### config.mk
export PLATFORM = sky130hd
export DESIGN_NAME = apb_bridge_n
export DESIGN_NICKNAME = d
export VERILOG_FILES = /design/src/rtl/apb_bridge_n.sv
export SDC_FILE = /design/constraint.sdc
export NUM_CORES = 1
export LEC_CHECK = 0
export BUFFER_PORTS_ARGS = -buffer_cell sky130_fd_sc_hd__buf_2
export CORE_AREA = 2 2 186 188
export DETAILED_ROUTE_END_ITERATION = 12
export DIE_AREA = 0 0 188 190
export GPL_ROUTABILITY_DRIVEN = 0
export PLACE_DENSITY = 0.58
export SYNTH_ARGS = -nofsm -noshare
export SYNTH_HDL_FRONTEND = slang
export SYNTH_SLANG_ARGS = --single-unit
export TNS_END_PERCENT = 30
### constraint.sdc
create_clock -name hclk -period 2.2 [get_ports hclk]
set_input_delay 0.22 -clock hclk [delete_from_list [all_inputs] [get_ports hclk]]
set_output_delay 0.22 -clock hclk [all_outputs]
set_load 0.03 [all_outputs]
### src/rtl/apb_bridge_n.sv
// apb_bridge_n: AHB-lite slave to APB4 master bridge for NUM_SLV peripherals.
// Handles PREADY wait states, PSLVERR and decode-miss errors, a PREADY
// timeout, and PSTRB generation. Each accepted transfer goes through the
// states SETUP -> ACCESS. Error responses use the two-cycle sequence ERR1 -> ERR2.
`timescale 1ns/1ps

module apb_bridge_n #(
  parameter int                 NUM_SLV = 8,
  parameter int                 SLV_AW  = 12,
  parameter int                 ADDR_W  = 40,
  parameter logic [NUM_SLV-1:0] SLV_EN  = {NUM_SLV{1'b1}},
  parameter int                 TIMEOUT = 255
) (
  input  logic                  hclk,
  input  logic                  hrst_b,
  input  logic                  hsel,
  input  logic [ADDR_W-1:0]     haddr,
  input  logic [1:0]            htrans,
  input  logic                  hwrite,
  input  logic [2:0]            hsize,
  input  logic [31:0]           hwdata,
  input  logic                  hready,
  output logic                  hreadyout,
  output logic [1:0]            hresp,
  output logic [31:0]           hrdata,
  output logic [ADDR_W-1:0]     paddr,
  output logic                  pwrite,
  output logic [31:0]           pwdata,
  output logic [3:0]            pstrb,
  output logic [NUM_SLV-1:0]    psel,
  output logic                  penable,
  input  logic [NUM_SLV*32-1:0] prdata,
  input  logic [NUM_SLV-1:0]    pready,
  input  logic [NUM_SLV-1:0]    pslverr
);

  localparam int          IDX_W      = (NUM_SLV > 1) ? $clog2(NUM_SLV) : 1;
  localparam logic [15:0] TO_LAST    = 16'(TIMEOUT - 1);
  localparam logic [1:0]  RESP_OKAY  = 2'b00;
  localparam logic [1:0]  RESP_ERROR = 2'b01;

  typedef enum logic [2:0] {
    S_IDLE,
    S_SETUP,
    S_ACCESS,
    S_ERR1,
    S_ERR2
  } state_t;

  state_t           state;
  logic [IDX_W-1:0] idx_q;
  logic [15:0]      to_cnt;

  logic [IDX_W-1:0] req_idx;
  logic             req_hit;
  logic             accept;
  logic             sel_ready;
  logic             sel_err;
  logic [31:0]      sel_rdata;

  // htrans[0] (SEQ vs NONSEQ) does not change how the bridge behaves.
  logic unused_htrans;
  assign unused_htrans = htrans[0];

  assign req_idx = haddr[SLV_AW+IDX_W-1:SLV_AW];
  assign accept  = hsel & htrans[1] & hready & ((state == S_IDLE) | (state == S_ERR2));

  // Byte lanes covered by an AHB access of the given size and alignment.
  function automatic logic [3:0] strb_of(input logic [2:0] size, input logic [1:0] lsb);
    case (size)
      3'd0:    strb_of = 4'b0001 << lsb;
      3'd1:    strb_of = 4'b0011 << {lsb[1], 1'b0};
      default: strb_of = 4'b1111;
    endcase
  endfunction

  // Decode the requested slot. Also mux the response lines of the slot that is active.
  // NOTE: every always_comb output gets a default first, so no path can infer a latch.
  always_comb begin
    req_hit   = 1'b0;
    sel_ready = 1'b0;
    sel_err   = 1'b0;
    sel_rdata = '0;
    for (int k = 0; k < NUM_SLV; k++) begin
      if (req_idx == IDX_W'(k)) req_hit = SLV_EN[k];
      if (idx_q == IDX_W'(k)) begin
        sel_ready = pready[k];
        sel_err   = pslverr[k];
        sel_rdata = prdata[k*32 +: 32];
      end
    end
  end

  // Write data passes straight through while the APB transfer is live.
  assign pwdata = ((state == S_SETUP) || (state == S_ACCESS)) ? hwdata : '0;

  // Bridge FSM. Every output here is loaded with the value it will have in the next state.
  // NOTE: sequential state uses non-blocking assignments so all registers update together.
  always_ff @(posedge hclk or negedge hrst_b) begin
    if (!hrst_b) begin
      state     <= S_IDLE;
      idx_q     <= '0;
      to_cnt    <= '0;
      hreadyout <= 1'b1;
      hresp     <= RESP_OKAY;
      hrdata    <= '0;
      paddr     <= '0;
      pwrite    <= 1'b0;
      pstrb     <= '0;
      psel      <= '0;
      penable   <= 1'b0;
    end else begin
      case (state)
        S_IDLE, S_ERR2: begin
          if (accept && req_hit) begin
            state     <= S_SETUP;
            idx_q     <= req_idx;
            to_cnt    <= '0;
            hreadyout <= 1'b0;
            hresp     <= RESP_OKAY;
            paddr     <= haddr;
            pwrite    <= hwrite;
            pstrb     <= hwrite ? strb_of(hsize, haddr[1:0]) : 4'b0000;
            psel      <= NUM_SLV'(1) << req_idx;
            penable   <= 1'b0;
          end else if (accept) begin
            state     <= S_ERR1;
            hreadyout <= 1'b0;
            hresp     <= RESP_ERROR;
          end else begin
            state     <= S_IDLE;
            hreadyout <= 1'b1;
            hresp     <= RESP_OKAY;
          end
        end
        S_SETUP: begin
          state   <= S_ACCESS;
          penable <= 1'b1;
        end
        S_ACCESS: begin
          if (sel_ready) begin
            psel    <= '0;
            penable <= 1'b0;
            if (sel_err) begin
              state  <= S_ERR1;
              hresp  <= RESP_ERROR;
              hrdata <= '0;
            end else begin
              state     <= S_IDLE;
              hreadyout <= 1'b1;
              if (!pwrite) hrdata <= sel_rdata;
            end
          end else if ((TIMEOUT != 0) && (to_cnt == TO_LAST)) begin
            psel    <= '0;
            penable <= 1'b0;
            state   <= S_ERR1;
            hresp   <= RESP_ERROR;
          end else begin
            to_cnt <= to_cnt + 16'd1;
          end
        end
        S_ERR1: begin
          state     <= S_ERR2;
          hreadyout <= 1'b1;
          hresp     <= RESP_ERROR;
        end
        default: begin
          state     <= S_IDLE;
          hreadyout <= 1'b1;
          hresp     <= RESP_OKAY;
        end
      endcase
    end
  end

endmodule

Word level (Yosys, flattened, before mapping)
Index checks and enable logic that the tools add are counted.

Register bits: 111. Logic and storage cells: 130.

$add $sub $neg: 1. Equal/unequal tests: 28. Shift operators: 3. Multiplexer cells: 66. Bitwise logic cells: 5. Reduce and logical (&&, ||, !) cells: 16.

Operator list (number): $mux 32 (11); $mux 16 (3); $mux 1 (33); $pmux 16 s2 (1); $eq 3x3->1 const B (9); $mux 8 (3); $eq 3x2->1 const B (6); $add 16x1->16 const B (1); $eq 16x8->1 const B (1); $pmux 8 s2 (1); $reduce_and 3->1 (5); $eq 3x1->1 const B (4); $logic_not 3->1 (4); $mux 2 (6); $pmux 3 s4 (1); $ne 2x2->1 const B (5); $pmux 2 s4 (1); $pmux 4 s2 (1); $shl 1x3->8 const A (1); $mux 3 (2); $pmux 1 s3 (2); $mux 4 (1); $reduce_and 4->1 (1); $shl 1x2->4 const A (1); other kinds (13) (15).

Logic depth before layout (Yosys ltp)
Gate-level depths: netlist (run 1).

Depth in word-level cells: 12. Gate-level depth with buffers: 10. Depth with buffers taken out: 8.

Worst setup path after synthesis (run 1)
Ideal clock, no wire load.

Path kind: register -> register. From: reg paddr[13] (netlist name). To: reg hrdata[0]. Library setup time: 0.125 ns. Data arrival time: 2.097 ns. Data required time: 2.075 ns. Path slack: -0.022 ns. Stages on the path, launching flop included: 11. Period minus slack after synthesis: 2.222 ns. Cells stage by stage: dfrtp_1 -> buf_6 -> buf_6 -> mux2i_1 -> o22ai_1 -> nor3_2 -> nand2_1 -> and3_1 -> buf_6 -> buf_6 -> mux2_4.

RTL lines: to (signal assigned) (line 151) `if (!pwrite) hrdata <= sel_rdata;`; to (decl) (line 25) `output logic [31:0] hrdata,`.

==> impl_metrics.yaml, run 1 <==
critical_path:
  reg2reg_setup_slack_ns: 0.03
  regToRegStartpoint: "paddr[13]"
  path_class: "flop to flop"
  crit_start: "paddr[13]"
  rr_worst_depth: 8
  worstPathRequired_ns: 2.45
  cp_data_arrival_time_ns: 2.42
  cp-start-kind: "flop"
  r2r_end: "hrdata[3]"
  endpoint_kind: "flop"
  cp-endpoint: "hrdata[3]"
  cp_max_fo: 12
sta:
  worstMarginPinSlew_ns: 0.607
  fin_crit_sh_pct: 98.5
  rsz0062_at_grt: "true"
  hold_viol_final: 0
  setup_tns_ns: 0
  final-max-slew-violation-count: 0
  hold_ws_ns: 0.0409
  skew_ns: 0.00922
  max_freq_mhz: 462
  max-slew-margin-rel_pct: 59.5
  layout_min_cycle_time_ns: 2.17
  setup_viol: 0
synth:
  synth_edf_count: 0
  netlist_area_um2: 7010
  synth.top_cells.by_area: "dfrtp_1 (38%), nand2_1 (9.4%), mux2_2 (5.9%)"
  synth_top_area_share_pct: 37.9
  synth_warnings: 0
  synthFlopType: "dfrtp_1"
  async_reset_ff_share_pct: 100
  synth.avg_cell_area_um2: 8.83
  syn_nets: 1150
  synth.largest_area_cell: "dfrtp_1"
  ys_ff_latch: 107
  ys_seq_area_share_pct: 38.2
  synthCells: 794
  synth_commonest_cells: "nand2_1 (175), dfrtp_1 (106), o21ai_0 (38), mux2_2 (37), and2_1 (34)"
  synth.most_common_cell: "nand2_1"
  ys_types: 61
power:
  p_total_mw: 14.7
  vdd_drop_max_mv: 0.661
  power_density_nw_per_um2: 1390
  leakagePower_nw: 5.26
placement:
  dp_cells: 1698
  dpl-instance-area_um2: 10100
  portBuffers: 472
  hpwl_mm: 26.0
clock_tree:
  numCtsBuffers: 9
  cts_buffer_depth: 2
  clk_pin_slew_worst_paths_ns: 0.08
  clock_latency_ns: 0.37
  cts_tree: "done"
  cts_root_buf: "clkbuf_16"
  numClockSinks: 107
  htree_levels: 3
layout:
  instances_no_fill: 1725
  drive_above_1_share_pct: 49.1
  syn_to_final_growth_pct: 51.0
  final_nets: 1618
  final_area_um2: 10600
floorplan:
  coreArea_um2: 33900
  die_area_um2: 35700
  io_pins: 475
  row_count: 68
  die_width_um: 188
  start_util_pct: 20.6
  die_h_um: 190
detailed_routing:
  viasPerCell: 4.64
  drtAntennaViolNets: 0
  wirelength_mm: 32.6
  avgRoutedWirePerCell_um: 18.9
  drc: 0
  drt_iter0_drc: 306
  vias: 8005
  firstDrtPassIters: 7
global_route:
  antenna_found_initial: 6
  grt_max_degree: 55
  grt.overflow.total: 0
  grt_usage_pct: 17.2
  grt_pass1_vias: 7956
  grt_pass1_wl_mm: 46.6
flow_run:
  drv_cap: 0
worst_hold_path:
  worstHoldStart: "haddr[20]"
  worstHoldPathType: "input pin to flop"
run_status:
  status: "completed"
[registers in the layout, indices dropped and copies added, names as in the netlist]
signal / cells
hreadyout: 1
paddr: 40
pstrb: 4
to_cnt: 16
penable: 1
hresp: 1
pwrite: 1
hrdata: 32
psel: 8
state: 3
[worst max-delay path: stages (launching register included)]
cell,delay [ns]
dfrtp_4,0.55
buf_6,0.16
mux2i_4,0.18
o22ai_1,0.17
nor3_2,0.08
nand2_1,0.10
and3_4,0.26
buf_12,0.18
mux2_2,0.35
[cell type report]
cell class,instances,area (µm²)
fillers,3607,23400
multi-input cells,607,4020
repair buffers,525,2960
flip-flops and latches,107,2690
well taps,455,569
clock buffers,10,229
clock inverters,6,58.8
inverters,12,45.0
diodes,3,7.51
[where the power goes]
| group | switching [mW] | total [mW] | internal (mW) |
|---|---|---|---|
| Sequential | 0.562 | 3.28 | 2.72 |
| Combinational | 5.92 | 9.77 | 3.86 |
| Clock | 0.850 | 1.64 | 0.793 |
[placed cells by master, fill, tap and decap left out, types with 10 or more instances in the layout]
master	instances
buf_2	471
nor3_1	10
clkbuf_16	10
mux2_2	37
mux2i_1	12
nand3_1	11
o22ai_1	32
o21ai_0	37
buf_12	13
buf_4	35
o21ai_1	11
mux2_4	20
inv_1	12
o211ai_1	17
nor2_1	21
nand2_1	175
o221ai_1	25
dfrtp_1	103
a21oi_1	26
o21a_1	21
a22oi_1	27
and2_1	34
[what timing repair did]
item | in CTS | in global routing
pin swaps | 0 | 2
hold buffers | 1 | 0
gates cloned | 0 | 2
gates resized for setup | 3 | 13
hold endpoints to repair | 38 | 0
setup endpoints to repair | 14 | 52
setup buffers | 1 | 4
[worst min path at each step]
stage | to | slack (ns) | cells past startpoint
2_1_floorplan | hrdata[0] | -0.08 | 0
3_3_place_gp | hrdata[26] | 0.27 | 1
3_5_place_dp | hrdata[21] | 0.26 | 1
4_1_cts | paddr[20] | 0.01 | 3
5_1_grt | paddr[10] | 0.02 | 3
6_report | paddr[20] | 0.04 | 3
[metrics by stage]
step | setup slack [ns] | utilization (%)
2_1_floorplan | 0.0439 | -
3_3_place_gp | -0.329 | 29.8
3_5_place_dp | -0.228 | 29.8
4_1_cts | -0.0157 | 30.8
5_1_grt | -0.0501 | 31.2
6_report | 0.0338 | 31.2
[routing by layer]
layer  wire length, µm  global-route usage (%)
met3              2500                    4.52
met1             13500                    20.9
met2             15500                    29.1
met5                 0                       0
met4               994                    6.57
[kinds of logic after synthesis]
family | after synthesis | share of synthesized area, %
muxes | 70 | 12.1
xor gates and xnor gates | 9 | 1.12
other | 1 | 0.0535
buffers and inverters | 80 | 5.45
adders and majority gates | 2 | 0.357
and+or+nand+nor | 289 | 18.9
DFF | 107 | 38.2
AOI/OAI and AO/OA | 236 | 23.8
(Power assumes the default switching activity.)
==> run 2, diff against run 1 <==
--- a/config.mk
+++ b/config.mk
@@ -11,6 +11,7 @@
 export DIE_AREA = 0 0 188 190
 export GPL_ROUTABILITY_DRIVEN = 0
 export PLACE_DENSITY = 0.58
+export SETUP_SLACK_MARGIN = 0.2
 export SYNTH_ARGS = -nofsm -noshare
 export SYNTH_HDL_FRONTEND = slang
 export SYNTH_SLANG_ARGS = --single-unit
==> run 2 against run 1 <==
Against the previous run:
- die area unchanged
- highest routed layer is now met5
- clock skew fell by 0.0027 ns
- final cell count increased by 0.35%
- critical endpoint is now hrdata[8]
==> impl_metrics.yaml, run 2 (synthesized netlist as in run 1, its figures left out) <==
critical_path:
  critPathMaxStageDelay_ns: 0.54
  path_class: "flop to flop"
  reg2reg_setup_slack_ns: 0.07
  endpoint_kind: "flop"
  cp-start-kind: "flop"
  worstPathRequired_ns: 2.51
  cpLargestDelayFamily: "compound AO/OA/AOI/OAI gates"
  cp_common_cell: "buf_12"
  cp_max_fo: 9
  slowest_stage: "dfrtp_4"
  crit_chain: "buf_12 > buf_6 > o21ai_1 > o21ai_1 > a211o_2 > buf_12 > buf_12 > a21oi_2 > mux2_4"
  cp_data_arrival_time_ns: 2.44
  crit_buf_inv: 4
layout:
  final_nets: 1625
  nFillCells: 3607
  largest-register: "paddr"
  drive_above_1_share_pct: 51.5
  syn_to_final_growth_pct: 55.6
  final_area_um2: 10900
  reg_top3: "paddr (40), hrdata (32), to_cnt (16)"
  final_common_cell: "buf_2"
  final_cell_mix: "buf_2 (470), nand2_1 (175), dfrtp_1 (103), mux2_2 (36), o21ai_0 (36)"
  largest_reg_flops: 40
clock_tree:
  numClockSinks: 107
  numCtsBuffers: 9
  clk_pin_slew_worst_paths_ns: 0.08
  cts_buffer_depth: 2
  htree_levels: 3
  cts_tree: "done"
  clock_latency_ns: 0.36
  cts_root_buf: "clkbuf_16"
sta:
  skew_ns: 0.00651
  hold_ws_ns: 0.0322
  worstMarginPinSlew_ns: 0.521
  layout_min_cycle_time_ns: 2.13
  hold_viol_final: 0
  setup_viol: 0
  rsz0062_at_grt: "true"
  fin_crit_sh_pct: 97.0
  max_freq_mhz: 469
  max-slew-margin-rel_pct: 65.3
  setup_tns_ns: 0
  final-max-slew-violation-count: 0
detailed_routing:
  drt_iter0_drc: 395
  drc: 0
  wirelength_mm: 34.0
  wl_met1_mm: 14.2
  top_layer_used: "met5"
  firstDrtPassIters: 5
  vias: 8193
  viasPerCell: 4.73
  drtAntennaViolNets: 0
  wl_met2_mm: 16.3
  routed-wl-met3_mm: 2.62
  avgRoutedWirePerCell_um: 19.7
global_route:
  grt.overflow.total: 0
  antenna_found_initial: 4
  grt_pass1_wl_mm: 48.3
  grt_pass1_vias: 7912
  grt_usage_pct: 17.8
  grt_max_degree: 51
power:
  vdd_drop_max_mv: 0.598
  power_density_nw_per_um2: 1440
  p_total_mw: 15.7
  leakagePower_nw: 5.38
floorplan:
  coreArea_um2: 33900
  die_area_um2: 35700
  io_pins: 475
  die_h_um: 190
  row_count: 68
  die_width_um: 188
  start_util_pct: 20.6
placement:
  dpl-instance-area_um2: 10200
  portBuffers: 472
  hpwl_mm: 26.7
run_status:
  status: "completed"
flow_run:
  drv_cap: 0
worst_hold_path:
  worstHoldPathType: "input pin to flop"
## run 2: cell count changes in the layout (fill, tap and decap cells not counted), sizes merged
| cell | previous run | this run |
|---|---|---|
| clkinvlp | 3 | 1 |
| buf | 523 | 529 |
| clkbuf | 11 | 13 |
| diode | 3 | 2 |
| clkinv | 1 | 2 |
## run 2: cell type report
type                       instances  area (µm²)  share of cell area [%]
clock buffer                      11         243                    2.23
antenna                            2        5.00                  0.0459
sequential                       107        2690                    24.6
multi-input combinational        607        4190                    38.4
tap                              455         569                    5.22
clock inverter                     5        46.3                   0.425
timing repair buffer             532        3120                    28.6
inverter                          12        45.0                   0.413
## run 2: worst register-to-register path, delay by kind of cell, from the launching register on
kind	cells	cell delay [ns]
flops	1	0.54
buf+inv	4	0.64
compound gates	4	0.75
mux	1	0.15
## run 2: worst paths after layout
check / to / startpoint / cells past startpoint
worst max-delay path: hrdata[8] / paddr[13] / 9
worst min-delay path: paddr[27] / haddr[27] / 3
worst max register to register: hrdata[8] / paddr[13] / 9
worst min register to register: paddr[3] / paddr[3] / 2
max in group asynchronous: hreadyout / hrst_b / 3
min in group asynchronous: hrdata[22] / hrst_b / 2
## run 2: power breakdown
part | total, mW | leakage (nW) | switching (mW) | internal [mW]
Combinational | 10.7 | 3.86 | 6.37 | 4.36
Sequential | 3.26 | 1.38 | 0.544 | 2.72
Clock | 1.66 | 0.139 | 0.837 | 0.819
## run 2: timing repair
action / CTS / global route
hold buffers: 1 / 0
pin swaps: 3 / 11
setup endpoints to repair: 82 / 91
resized for setup: 14 / 56
cloned: 1 / 4
buffers inserted: 4 / 2
hold endpoints to repair: 28 / 0
## run 2: metrics by stage
stage          util, %  std cells  setup slack (ns)
2_1_floorplan        -        794            0.0737
4_1_cts           31.2       1723            0.0736
3_3_place_gp      29.9       1701           -0.0155
3_5_place_dp      29.9       1701           -0.0181
6_report          32.1       1731            0.0669
5_1_grt           32.1       1729         -0.000831
## run 2: routing by layer
layer,track usage (%),up-vias
met5,0,-
met4,5.45,2
met3,4.76,42
met2,30.0,405
met1,22.1,3910
li1,-,3834
